**src/rtl/iot_event_serializer.sv**
```systemverilog
// iot_event_serializer
//
// Turns online/offline level changes on N_DEV devices into a stream of single-cycle
// change events (at most one per cycle) for the downstream active-device counter.
// Each device has a one-deep pending slot. Simultaneous transitions wait in their slots
// and are issued round-robin. A transition that is reversed before it is issued
// cancels out and produces no event.
//
// Ports
//   clk          system clock, rising edge
//   rst          synchronous active-low reset
//   dev_on       per-device level (1 = online), synchronous to clk
//   change       registered one-cycle event strobe
//   on_off       event direction (1 = came online); 0 when no event
//   dev_id       device index of the presented event; holds when idle
//   pending_cnt  number of devices with a queued, not-yet-issued event
//
// Optional feature: define IOT_DEBOUNCE_EN to require DEBOUNCE_CYCLES stable cycles
// of a new level before it is accepted as a transition.

module iot_event_serializer #(
    parameter int unsigned N_DEV = 8,
    parameter int unsigned ID_W  = $clog2(N_DEV),
    parameter int unsigned CNT_W = $clog2(N_DEV + 1)
`ifdef IOT_DEBOUNCE_EN
    ,
    parameter int unsigned DEBOUNCE_CYCLES = 3
`endif
) (
    input  logic             clk,
    input  logic             rst,
    input  logic [N_DEV-1:0] dev_on,
    output logic             change,
    output logic             on_off,
    output logic [ID_W-1:0]  dev_id,
    output logic [CNT_W-1:0] pending_cnt
);

    logic [N_DEV-1:0] dev_q, dev_d;
    logic [N_DEV-1:0] pending_q, pending_d;
    logic [N_DEV-1:0] pend_dir_q, pend_dir_d;
    logic [ID_W-1:0]  rr_ptr_q, rr_ptr_d;
    logic             change_q;
    logic             on_off_q;
    logic [ID_W-1:0]  dev_id_q;
    logic [CNT_W-1:0] pending_cnt_q, pending_cnt_d;

    logic [N_DEV-1:0] edge_det;
    logic             found;
    logic [ID_W-1:0]  grant;
    logic [ID_W-1:0]  idx;

    // ------------------------------------------------------------------
    // Transition detection
    // ------------------------------------------------------------------
`ifdef IOT_DEBOUNCE_EN
    localparam int unsigned DB_W = $clog2(DEBOUNCE_CYCLES + 1);

    logic [DB_W-1:0] db_cnt_q [N_DEV];
    logic [DB_W-1:0] db_cnt_d [N_DEV];

    // The counter only ever reaches DEBOUNCE_CYCLES on the cycle the edge is taken,
    // and clears right away, so it never needs an explicit saturation guard.
    always_comb begin
        for (int i = 0; i < N_DEV; i++) begin
            edge_det[i] = 1'b0;
            db_cnt_d[i] = db_cnt_q[i];
            if (dev_on[i] == dev_q[i]) begin
                db_cnt_d[i] = '0;
            end else if (db_cnt_q[i] == DB_W'(DEBOUNCE_CYCLES)) begin
                edge_det[i] = 1'b1;
                db_cnt_d[i] = '0;
            end else begin
                db_cnt_d[i] = db_cnt_q[i] + 1'b1;
            end
        end
    end

    always_ff @(posedge clk) begin
        if (!rst) begin
            for (int i = 0; i < N_DEV; i++) begin
                db_cnt_q[i] <= '0;
            end
        end else begin
            for (int i = 0; i < N_DEV; i++) begin
                db_cnt_q[i] <= db_cnt_d[i];
            end
        end
    end
`else
    assign edge_det = dev_on ^ dev_q;
`endif

    // An edge always means dev_on differs from dev_q, so flipping equals copying.
    assign dev_d = dev_q ^ edge_det;

    // ------------------------------------------------------------------
    // Round-robin arbiter over the registered pending vector
    // ------------------------------------------------------------------
    always_comb begin
        found = 1'b0;
        grant = '0;
        idx   = '0;
        for (int unsigned k = 0; k < N_DEV; k++) begin
            idx = ID_W'((32'(rr_ptr_q) + k) % N_DEV);
            if (!found && pending_q[idx]) begin
                found = 1'b1;
                grant = idx;
            end
        end
    end

    // ------------------------------------------------------------------
    // Queue update: service clear first, then new edges
    // ------------------------------------------------------------------
    always_comb begin
        pending_d  = pending_q;
        pend_dir_d = pend_dir_q;
        if (found) begin
            pending_d[grant] = 1'b0;
        end
        for (int i = 0; i < N_DEV; i++) begin
            if (edge_det[i]) begin
                if (pending_d[i]) begin
                    // Still-queued event reversed before issue: net zero, drop both.
                    pending_d[i] = 1'b0;
                end else begin
                    pending_d[i]  = 1'b1;
                    pend_dir_d[i] = dev_on[i];
                end
            end
        end

        pending_cnt_d = '0;
        for (int i = 0; i < N_DEV; i++) begin
            pending_cnt_d = pending_cnt_d + CNT_W'(pending_d[i]);
        end

        rr_ptr_d = rr_ptr_q;
        if (found) begin
            rr_ptr_d = (grant == ID_W'(N_DEV - 1)) ? '0 : grant + 1'b1;
        end
    end

    // ------------------------------------------------------------------
    // State and registered outputs
    // ------------------------------------------------------------------
    always_ff @(posedge clk) begin
        if (!rst) begin
            dev_q         <= '0;
            pending_q     <= '0;
            pend_dir_q    <= '0;
            rr_ptr_q      <= '0;
            change_q      <= 1'b0;
            on_off_q      <= 1'b0;
            dev_id_q      <= '0;
            pending_cnt_q <= '0;
        end else begin
            dev_q         <= dev_d;
            pending_q     <= pending_d;
            pend_dir_q    <= pend_dir_d;
            rr_ptr_q      <= rr_ptr_d;
            change_q      <= found;
            on_off_q      <= found & pend_dir_q[grant];
            if (found) begin
                dev_id_q <= grant;
            end
            pending_cnt_q <= pending_cnt_d;
        end
    end

    assign change      = change_q;
    assign on_off      = on_off_q;
    assign dev_id      = dev_id_q;
    assign pending_cnt = pending_cnt_q;

endmodule

```
**config.mk**
```make
export PLATFORM = sky130hd
export DESIGN_NAME = iot_event_serializer
export DESIGN_NICKNAME = d
export VERILOG_FILES = /design/src/rtl/iot_event_serializer.sv
export SDC_FILE = /design/constraint.sdc
export NUM_CORES = 1
export LEC_CHECK = 0
export CAP_MARGIN = 10
export CORE_MARGIN = 5
export CORE_UTILIZATION = 40
export DETAILED_ROUTE_END_ITERATION = 7
export SLEW_MARGIN = 30
export SYNTH_ARGS = -nofsm -noshare
export SYNTH_HDL_FRONTEND = slang
export SYNTH_SLANG_ARGS = --single-unit
```
**constraint.sdc**
```tcl
create_clock -name clk -period 11.6 [get_ports clk]
set_input_delay 2.9 -clock clk [delete_from_list [all_inputs] [get_ports clk]]
set_output_delay 2.9 -clock clk [all_outputs]
set_load 0.02 [all_outputs]
```
== Word-level counts from Yosys, hierarchy flattened ==
Index checks and enable logic that the tools add are counted.
Word-level totals
  register bits: 36
  input bits: 10
  output and inout bits: 9
  logic and storage cells: 131
Operators by class
  $add $sub $neg: 15
  $lt $le $gt $ge: 10
  equal/unequal tests: 1
  multiplexer cells: 54
  bitwise logic cells: 13
  reductions and logical operators: 23
Operator list (count)
  $lt 3x4->1 const B: 9
  $mux 1: 34
  $bmux 1 s3: 9
  $mux 3: 9
  $add 4x1->4: 4
  $reduce_and 2->1: 8
  $xor 8x8->8: 2
  $add 3x3->3 const B: 4
  $and 8x8->8: 1
  $logic_and 1x1->1: 8
  $mux 8: 1
  $not 1->1: 8
  $not 8->8: 1
  $logic_not 1->1: 7
  $add 3x1->3 const B: 2
  $add 3x2->3 const B: 2
  $add 3x1->4: 1
  $add 2x1->3: 1
  $demux 1 s3: 1
  $eq 3x3->1 const B: 1
  $ge 3x1->1 const B: 1
  $add 1x1->2: 1
  $and 1x1->1: 1

== Depth between registers and ports, before layout ==
Gate-level depths: netlist (run 1).
  word-level depth: 40
  gate-level depth with buffers: 27
  depth with buffers taken out: 23

== Worst setup path after synthesis (run 1) ==
OpenSTA, ideal clock, no wires.
  path type: flip-flop to flip-flop
  start: reg rr_ptr_q[1]
  end: reg pending_cnt_q[2], in the netlist pending_cnt[2]
  library setup time: 0.115 ns
  data arrival time: 5.885 ns
  path slack: 5.600 ns
  cell stages (with the launch flop): 26
  clock period less this slack: 6.000 ns
  path through: dfxtp_1 > clkbuf_8 > buf_2 > inv_1 > ha_1 > buf_6 > mux2_4 > mux4_2 > o32ai_4 > o21ai_1 > o21a_1 > o31a_1 > inv_1 > o21ai_0 > ha_1 > fa_1 > inv_1 > fa_1 > inv_1 > fa_1 > inv_1 > ha_1 > inv_1 > fa_1 > xnor2_1 > and2_1
On the way
  word-level cells in the longest chain between the ends: 40
  elaborated cells between the ends (all ways): 84
Ends and longest elaborated chain
  start, declared: line 42  | logic [ID_W-1:0] rr_ptr_q, rr_ptr_d;
  start signal, assigned: line 162  | rr_ptr_q <= rr_ptr_d;
  parallel branches: the longest is 23 deep, another holds $add 3x1->3
  $mux 3 *: line 106  | if (!found && pending_q[idx]) begin
  named net grant[2]: line 50  | logic [ID_W-1:0] grant;
  $lt 3x4->1 (implied by the code) or $ge 3x1->1 (tied branches): line 120  | pending_d[grant] = 1'b0;
  $logic_and 1x1->1 (implied by the code): line 120
  $mux 1 (implied by the code): line 120
  $demux 1 s3 *: line 120
  $not 8->8 (no line) *
  $and 8x8->8 (no line) *
  $mux 8 *: line 119  | if (found) begin
  $mux 1: line 124  | if (pending_d[i]) begin
  $mux 1: line 123  | if (edge_det[i]) begin
  $add 1x1->2: line 136  | pending_cnt_d = pending_cnt_d + CNT_W'(pending_d[i]);
  $add 2x1->3: line 136
  $add 3x1->4: line 136
  $add 4x1->4 (3 in series): line 136
  $add 4x1->4 *: line 136
  end signal, assigned: line 168  | pending_cnt_q <= pending_cnt_d;
  end, declared: line 46  | logic [CNT_W-1:0] pending_cnt_q, pending_cnt_d;
Mark *: on every way through the listed nets, which the timed path passes. The select of a mux whose other input is x is not followed.
A chain may end at the register's enable or synchronous reset.

== Final worst setup path (run 1) ==
  start: reg rr_ptr_q[1]
  end: reg pending_cnt_q[2], in the netlist pending_cnt[2]
On the way
  word-level cells in the longest chain between the ends: 40
  elaborated cells between the ends (all ways): 84
Ends and longest elaborated chain (line)
  parallel branches: the longest is 30 deep, another holds $add 3x1->3
  $mux 8 *: 119
  $mux 1: 124
  $mux 1: 123
  $add 1x1->2: 136
  $add 2x1->3: 136
  $add 3x1->4: 136
  $add 4x1->4 (3 in series): 136
  $add 4x1->4 *: 136
Every way passes the cells marked *. The select of a mux whose other input is x is not followed.

==> results_dict.tcl, run 1 <==
set metrics [dict create \
    first_pass_iters 4 \
    syn_avg_cell_area_um2 10.12 \
    finalMaxSlewViolations 0 \
    syn_area_mm2 0.002590 \
    fin_cells 348 \
    grt_pass1_wl_mm 9.459 \
    cts_hold_buf 0 \
    synthSimpleGateAreaFrac_pct 15.51 \
    num_antenna_cells 0 \
    finalSetupTns_ns 0 \
    crit_fanout 18 \
    crit_path_cell_trace "inv_1, ha_1, mux2_2, mux4_2, o32a_4, nor3_2, a2bb2oi_2, o21ai_0, o21ai_0, ha_1, fa_1, inv_1, fa_1, inv_1, fa_1, inv_1, ha_1, inv_1, fa_1, xnor2_1, and2_1" \
    ys_seq_area_share_pct 27.83 \
    ctsResizeCount 0 \
    cp_slowest_cell "dfxtp_1" \
    nNetsFinal 299 \
    arrival_ns 7.38 \
    yosysTopAreaCell "dfxtp_1" \
    port_buffers 18 \
    core_mm2 0.006314 \
    die_area_mm2 0.008184 \
    rsz0062_at_grt "false" \
    ys_top_cells_by_area "dfxtp_1, mux2i_1, ha_1, mux4_1, nor2b_1" \
    crit_path_end_kind "flop" \
    slowest_delay_ns 0.83 \
    cts.path.max_buffers 2 \
    worstReg2RegStart "rr_ptr_q[1]$_SDFFE_PN0N_" \
    startpoint "rr_ptr_q[1]$_SDFFE_PN0N_" \
    grt_max_degree 38 \
    grt-ovfl-total 0 \
    postCtsSetupRepairBufs 0 \
    drt-wirelength-per-cell_um 15.51 \
    antenna_found_initial 0 \
    drc 0 \
    worstMarginPinSlew_ns 0.7844 \
    ys_ff_latch 36 \
    clock-root-buffer "clkbuf_8" \
    insertion_delay_ns 0.28 \
    outcome "finished, final reports clean" \
    io-pin-count 19 \
    synthXorXnorAreaFrac_pct 4.058 \
    synth_edf_count 0 \
    die_width_um 90.47 \
    synth_top_area_share_pct 27.83 \
    maxCapViolCount 0 \
    finClkSkew_ns 0.006590 \
    nFillCells 632 \
    start_kind "flop" \
    grt_usage_pct 13.85 \
    fmax_mhz 138.9 \
    cts_buffers 5 \
    start_util_pct 41.02 \
    totalWireLength_mm 5.396 \
    drt-vias-per-instance 5.468 \
    dr_total_vias 1903 \
    synthesis.nets 284 \
    cp.required_ns 11.78 \
    synth.area.mux_share_pct 22.61 \
    synth_commonest_cells "dfxtp_1, nor2b_1, inv_1" \
    post-route-period-util_pct 62.07 \
    drive_above_1_share_pct 12.55 \
    slew_headroom_pct 47.63 \
    synthArstFlopShare_pct 0 \
    synth_top_flop_cell "dfxtp_1" \
    min_path_type "flop to flop" \
    die_h_um 90.47 \
    hold_viol_final 0 \
    synth.most_common_cell "dfxtp_1" \
    critPathMostFrequentCell "inv_1" \
    dp.cells 341 \
    drt-initial-drc-count 66 \
    synth_top_family_by_area "multiplexers" \
    grt_pass1_vias 1945 \
    setup_viol 0 \
    cts.sinks 36 \
    hp-start "dev_id[1]$_SDFFE_PN0N_" \
    finalWeightedCongestion 0.8960 \
    cts.htree.levels 2 \
    synth-compound-area-share_pct 14.11 \
    critical_path_class "flop to flop" \
    finalCriticalPeriod_ns 7.200 \
    synthAdderAreaFrac_pct 9.855 \
    cts_tree "built" \
    dpl.hpwl_mm 3.992 \
    antenna_left 0 \
    rows 29 \
    syn_inst 256 \
    synth.distinct_cells 51 \
    path_clk_slew_ns 0.07 \
    ys_warn_count 0 \
    area_growth_pct 10.34 \
]
==> registers in the layout (all words and copies together), names as in the netlist <==
register and flops:
dev_id 3, rr_ptr_q 3, on_off 1, pending_cnt 4, change 1, pend_dir_q 8
dev_q 8, pending_q 8
==> layout by cell type (no fill, tap or decap), types with 2 or more instances in the layout <==
| cell type | instances |
|---|---|
| nand3_1 | 2 |
| o2bb2ai_1 | 2 |
| xor2_1 | 11 |
| ha_1 | 14 |
| mux4_1 | 6 |
| nor2_1 | 10 |
| nor3_1 | 3 |
| mux4_2 | 6 |
| a211oi_1 | 4 |
| nand3b_1 | 2 |
| dfxtp_1 | 36 |
| inv_1 | 19 |
| mux2_4 | 3 |
| a21boi_0 | 2 |
| mux2i_1 | 18 |
| clkdlybuf4s50_1 | 17 |
| nor2b_1 | 22 |
| mux2_2 | 6 |
| o22ai_1 | 2 |
| and2_1 | 10 |
| o31a_1 | 3 |
| a21oi_1 | 7 |
| clkbuf_8 | 5 |
| o21a_1 | 2 |
| nand2_1 | 14 |
| o21ai_0 | 16 |
| fa_1 | 4 |
==> worst paths after layout <==
| kind | cells past startpoint | slack [ns] | end |
|---|---|---|---|
| min | 2 | 0.47 | dev_id[1]$_SDFFE_PN0N_ |
| max | 21 | 4.40 | pending_cnt[2]$_SDFF_PN0_ |
| min reg2reg | 2 | 0.47 | dev_id[1]$_SDFFE_PN0N_ |
| max reg2reg | 21 | 4.40 | pending_cnt[2]$_SDFF_PN0_ |
==> worst max-delay path, delay by kind of cell (launching register included) <==
family | cells | cell delay [ns]
muxes | 2 | 0.93
and+or+nand+nor | 2 | 0.33
adders and majority gates | 7 | 2.91
xor gates and xnor gates | 1 | 0.13
AOI/OAI and AO/OA | 4 | 1.56
buffers and inverters | 5 | 0.39
DFF | 1 | 0.83
==> per-stage QoR <==
step	instance area (µm²)	setup WS, ns	hold slack, ns	util (%)
after floorplan	2590	5.600	0.4819	-
after global placement	2785	4.511	0.4566	44.11
after detailed placement	2780	4.435	0.4632	44.03
after CTS	2858	4.412	0.4720	45.26
after global routing	2858	3.897	0.5116	45.26
final	2858	4.400	0.4661	45.26
==> cell families after synthesis <==
family / count (synthesis)
buf+inv: 30
simple gates: 72
flops: 36
fa+ha+maj: 18
xor+xnor: 12
mux: 39
compound gates: 49
==> layout make-up <==
class / instances / area (µm²) / area share, %
Clock buffer: 6 / 72.57 / 2.539
Sequential cell: 36 / 720.7 / 25.22
Tap cell: 77 / 96.34 / 3.371
Multi-Input combinational cell: 190 / 1713 / 59.94
Inverter: 20 / 75.07 / 2.627
Clock inverter: 1 / 5.005 / 0.1751
Timing Repair Buffer: 18 / 175.2 / 6.130
==> routing by layer <==
| layer | global-route usage (%) | vias to the layer above | part of all wire [%] |
|---|---|---|---|
| met2 | 23.79 | 39 | 47 |
| met3 | 1.833 | 8 | 3.5 |
| met1 | 17.52 | 913 | 48 |
| li1 | - | 943 | - |
| met5 | 0 | - | 0 |
| met4 | 5.211 | 0 | 1.7 |
Power of run 1 is not shown: default switching activity piles up to over one toggle a cycle in this logic, so the estimate is an artifact.
==> inputs of run 2 (changes only) <==
==> constraint.sdc (replaced) <==
create_clock -name clk -period 5.86 [get_ports clk]
set_input_delay 1.465 -clock clk [delete_from_list [all_inputs] [get_ports clk]]
set_output_delay 1.465 -clock clk [all_outputs]
set_load 0.02 [all_outputs]
==> results_dict.tcl, run 2 (synthesized netlist as in run 1, its figures left out) <==
set metrics [dict create \
    crit_end "pending_cnt[2]$_SDFF_PN0_" \
    multi_input_area_mm2 0.001755 \
    slew_headroom_pct 54.33 \
    hold_viol_final 0 \
    die_width_um 90.47 \
    clock-root-buffer "clkbuf_8" \
    post-route-period-util_pct 95.66 \
    cts_buffers 5 \
    worstReg2RegStart "rr_ptr_q[1]$_SDFFE_PN0N_" \
    antenna_found_initial 0 \
    min_path_type "flop to flop" \
    finalSetupTns_ns 0 \
    path_clk_slew_ns 0.07 \
    final_common_cell "dfxtp_1" \
    crit_path_end_kind "flop" \
    drt-vias-per-instance 5.266 \
    dpl.hpwl_mm 4.088 \
    arrival_ns 5.78 \
    cts.sinks 36 \
    die_h_um 90.47 \
    grt_pass1_wl_mm 9.370 \
    finalMaxSlewViolations 0 \
    grt_pass1_vias 1951 \
    worstMarginPinSlew_ns 0.6779 \
    finalInstanceArea_mm2 0.003008 \
    crit_fanout 8 \
    outcome "finished, final reports clean" \
    finClkSkew_ns 0.003554 \
    grt_max_degree 38 \
    io-pin-count 19 \
    nNetsFinal 311 \
    dr_total_vias 1901 \
    totalWireLength_mm 5.405 \
    grt_usage_pct 13.80 \
    critical_path_class "flop to flop" \
    first_pass_iters 4 \
    reg.largest.list "dev_q x8, pend_dir_q x8, pending_q x8" \
    grt-ovfl-total 0 \
    maxCapViolCount 0 \
    hold_ws_ns 0.4682 \
    cp.required_ns 6.04 \
    dpl-instance-area_mm2 0.002882 \
    r2r_slack_ns 0.25 \
    timing.rr.end "pending_cnt[2]$_SDFF_PN0_" \
    drive_above_1_share_pct 20.07 \
    fmax_mhz 178.4 \
    core_mm2 0.006314 \
    die_area_mm2 0.008184 \
    finalWeightedCongestion 0.8607 \
    insertion_delay_ns 0.28 \
    nFillCells 620 \
    finalCriticalPeriod_ns 5.606 \
    antenna_left 0 \
    port_buffers 18 \
    hp-start "dev_id[1]$_SDFFE_PN0N_" \
    area_growth_pct 16.14 \
    setup_viol 0 \
    num_antenna_cells 0 \
    reg2regPathDepth 22 \
    cts.path.max_buffers 2 \
    start_util_pct 41.02 \
    rows 29 \
    final_cell_mix "dfxtp_1, nor2b_1, inv_1, mux2i_1, clkdlybuf4s50_1" \
    drt-initial-drc-count 82 \
    cts.htree.levels 2 \
    drc 0 \
    regArea_um2 723.2 \
    drt-wirelength-per-cell_um 14.97 \
    startpoint "rr_ptr_q[1]$_SDFFE_PN0N_" \
    start_kind "flop" \
    cts_tree "built" \
]
[run 2: per-stage QoR]
| stage | utilization, % | setup WS, ns | instances |
|---|---|---|---|
| after floorplan | - | 0.001576 | 256 |
| after global placement | 45.72 | 0.1638 | 352 |
| after detailed placement | 45.64 | 0.08195 | 352 |
| after CTS | 47.11 | 0.05204 | 360 |
| after global routing | 47.64 | -0.006513 | 361 |
| final | 47.64 | 0.2545 | 361 |
[run 2: critical path, stage by stage, from the launching register on]
cell	delay (ns)
dfxtp_2	0.33
inv_2	0.05
ha_4	0.32
mux2_4	0.32
mux4_2	0.52
o32ai_4	0.33
nand3b_1	0.21
nor2_1	0.27
nor2_2	0.10
nand2_1	0.10
o21ai_1	0.08
ha_1	0.34
fa_1	0.55
inv_1	0.05
fa_1	0.50
inv_1	0.05
fa_1	0.44
inv_1	0.07
ha_2	0.17
inv_1	0.05
fa_1	0.37
xnor2_1	0.13
and2_1	0.14
[run 2: repair_timing]
item | 4_1_cts | 5_1_grt
setup buffers | 0 | 1
setup endpoints to repair | 0 | 2
resized for setup | 0 | 11
hold buffers | 0 | 0
[run 2: how the worst min path moves through the flow]
stage                            endpoint  cells past startpoint
2_1_floorplan  pend_dir_q[0]$_SDFFE_PN0P_                      2
3_3_place_gp       dev_id[2]$_SDFFE_PN0N_                      2
3_5_place_dp       dev_id[1]$_SDFFE_PN0N_                      2
4_1_cts            dev_id[1]$_SDFFE_PN0N_                      2
5_1_grt            dev_id[2]$_SDFFE_PN0N_                      2
6_report           dev_id[1]$_SDFFE_PN0N_                      2
[run 2: area by class of cell]
type | instances | share of cell area (%)
Timing Repair Buffer | 30 | 8.819
Clock buffer | 6 | 2.745
Tap cell | 77 | 3.203
Clock inverter | 2 | 0.3328
Multi-Input combinational cell | 190 | 58.36
Sequential cell | 36 | 24.04
Inverter | 20 | 2.496
[run 2: routing by layer]
metal	global-route usage (%)	wire (µm)	share of wire, %	up-vias
met3	1.917	117	2.2	5
met2	22.94	2613	48	28
li1	-	-	-	964
met5	0	0	0	-
met4	5.087	82	1.5	0
met1	18.08	2593	48	904
Power of run 2 is left out for the same reason.
==> inputs of run 3 (changes only) <==
--- a/config.mk
+++ b/config.mk
@@ -6,7 +6,7 @@
 export NUM_CORES = 1
 export LEC_CHECK = 0
 export CAP_MARGIN = 10
-export CORE_MARGIN = 5
+export CORE_MARGIN = 4
 export CORE_UTILIZATION = 40
 export DETAILED_ROUTE_END_ITERATION = 7
 export SLEW_MARGIN = 30
==> results_dict.tcl, run 3 (synthesized netlist as in run 1, its figures left out) <==
set metrics [dict create \
    die_area_mm2 0.007826 \
    fmax_mhz 176.3 \
    clock-root-buffer "clkbuf_8" \
    grt_pass1_wl_mm 8.956 \
    cp_slowest_cell "fa_1" \
    place_ws_ns 0.03514 \
    drt-wirelength-per-cell_um 14.98 \
    cts_tree "built" \
    finalInstanceArea_mm2 0.003054 \
    drt-vias-per-instance 5.329 \
    finalWorstSetupSlack_ns 0.1889 \
    grt_usage_pct 14.71 \
    arrival_ns 5.85 \
    nNetsFinal 316 \
    maxCapViolCount 0 \
    dpl-instance-area_mm2 0.002882 \
    antenna_left 0 \
    num_antenna_cells 0 \
    path_clk_slew_ns 0.07 \
    cts.path.max_buffers 2 \
    finalWeightedCongestion 0.8275 \
    reg.largest.list "dev_q x8, pend_dir_q x8, pending_q x8" \
    min_path_type "flop to flop" \
    grt_pass1_vias 1858 \
    cts_buffers 5 \
    worstMarginPinSlew_ns 0.6526 \
    io-pin-count 19 \
    grt_max_degree 38 \
    area_growth_pct 17.92 \
    post-route-period-util_pct 96.78 \
    outcome "finished, final reports clean" \
    nFillCells 619 \
    start_kind "flop" \
    dpl.hpwl_mm 4.099 \
    first_pass_iters 4 \
    dr_total_vias 1945 \
    crit_fanout 7 \
    final_cell_mix "dfxtp_1, nor2b_1, mux2i_1" \
    hold_viol_final 0 \
    start_util_pct 41.02 \
    slew_headroom_pct 56.03 \
    finClkSkew_ns 0.003214 \
    cts.sinks 36 \
    finalMaxSlewViolations 0 \
    drc 0 \
    path_delay_family "adder cells" \
    worst-path-buf-inv 6 \
    totalWireLength_mm 5.467 \
    critPathMostFrequentCell "inv_1" \
    crit_path_end_kind "flop" \
    grt-ovfl-total 0 \
    final_common_cell "dfxtp_1" \
    multi_input_area_mm2 0.001760 \
    regArea_um2 723.2 \
    crit_path_cell_trace "inv_2, ha_4, mux2_4, mux4_2, o32ai_4, o21ai_1, o21a_1, o31a_1, inv_2, o21ai_1, ha_1, fa_1, inv_1, fa_1, inv_1, fa_1, inv_1, ha_2, inv_1, fa_2, xnor2_1, and2_1" \
    drt-initial-drc-count 85 \
    cp.required_ns 6.03 \
    cts.htree.levels 2 \
    die_h_um 88.47 \
    insertion_delay_ns 0.28 \
    drive_above_1_share_pct 21.53 \
    cts_hold_buf 0 \
    slowest_delay_ns 0.55 \
    rows 29 \
    final_util_pct 48.38 \
    finalCriticalPeriod_ns 5.671 \
    die_width_um 88.47 \
    port_buffers 18 \
    core_mm2 0.006314 \
    antenna_found_initial 0 \
    setup_viol 0 \
    critical_path_class "flop to flop" \
]
==> run 3: cell count changes in the layout (fill, tap and decap cells not counted) <==
| cell | change |
|---|---|
| buf_4 | +5 |
| clkinv_2 | -2 |
| o21ai_0 | +2 |
| o21ai_1 | -2 |
| clkbuf_8 | +1 |
| fa_1 | -1 |
| fa_2 | +1 |
| mux2i_1 | +1 |
| mux2i_2 | -1 |
| o22ai_1 | -1 |
| o22ai_2 | +1 |
==> run 3: metal layers <==
layer	GRT usage (%)	wire, µm	up-vias
li1	-	-	976
met1	19.84	2634	930
met2	24.20	2635	30
met3	2.048	109	9
met4	5.082	87	0
met5	0	0	-
==> run 3: tightest hold or removal path, cell delays in order, from the launching register on <==
cell	delay, ns
dfxtp_1	0.31
nand2_1	0.05
a21boi_0	0.06
==> run 3: worst paths after layout <==
check | end | start | slack [ns] | cells after the start
worst max-delay path | pending_cnt[2]$_SDFF_PN0_ | rr_ptr_q[1]$_SDFFE_PN0N_ | 0.19 | 22
worst min-delay path | dev_id[1]$_SDFFE_PN0N_ | dev_id[1]$_SDFFE_PN0N_ | 0.47 | 2
worst max register to register | pending_cnt[2]$_SDFF_PN0_ | rr_ptr_q[1]$_SDFFE_PN0N_ | 0.19 | 22
worst min register to register | dev_id[1]$_SDFFE_PN0N_ | dev_id[1]$_SDFFE_PN0N_ | 0.47 | 2
==> run 3: layout make-up <==
class	count	area share, %
Sequential cell	36	23.68
Clock buffer	7	3.154
Inverter	20	2.458
Multi-Input combinational cell	190	57.64
Timing Repair Buffer	35	9.914
Tap cell	77	3.154
==> run 3: repair_timing <==
item                                    in CTS  in global routing
endpoints found under the setup margin       0                  2
gates resized for setup                      0                 10
buffers inserted                             0                  6
==> run 3: per-stage QoR <==
step	setup TNS, ns	hold slack, ns	cells
2_1_floorplan	0	0.4819	256
3_3_place_gp	0	0.4603	352
3_5_place_dp	0	0.4604	352
4_1_cts	0	0.4698	359
5_1_grt	-0.03968	0.5053	365
6_report	0	0.4658	365
Power of run 3 is left out for the same reason.
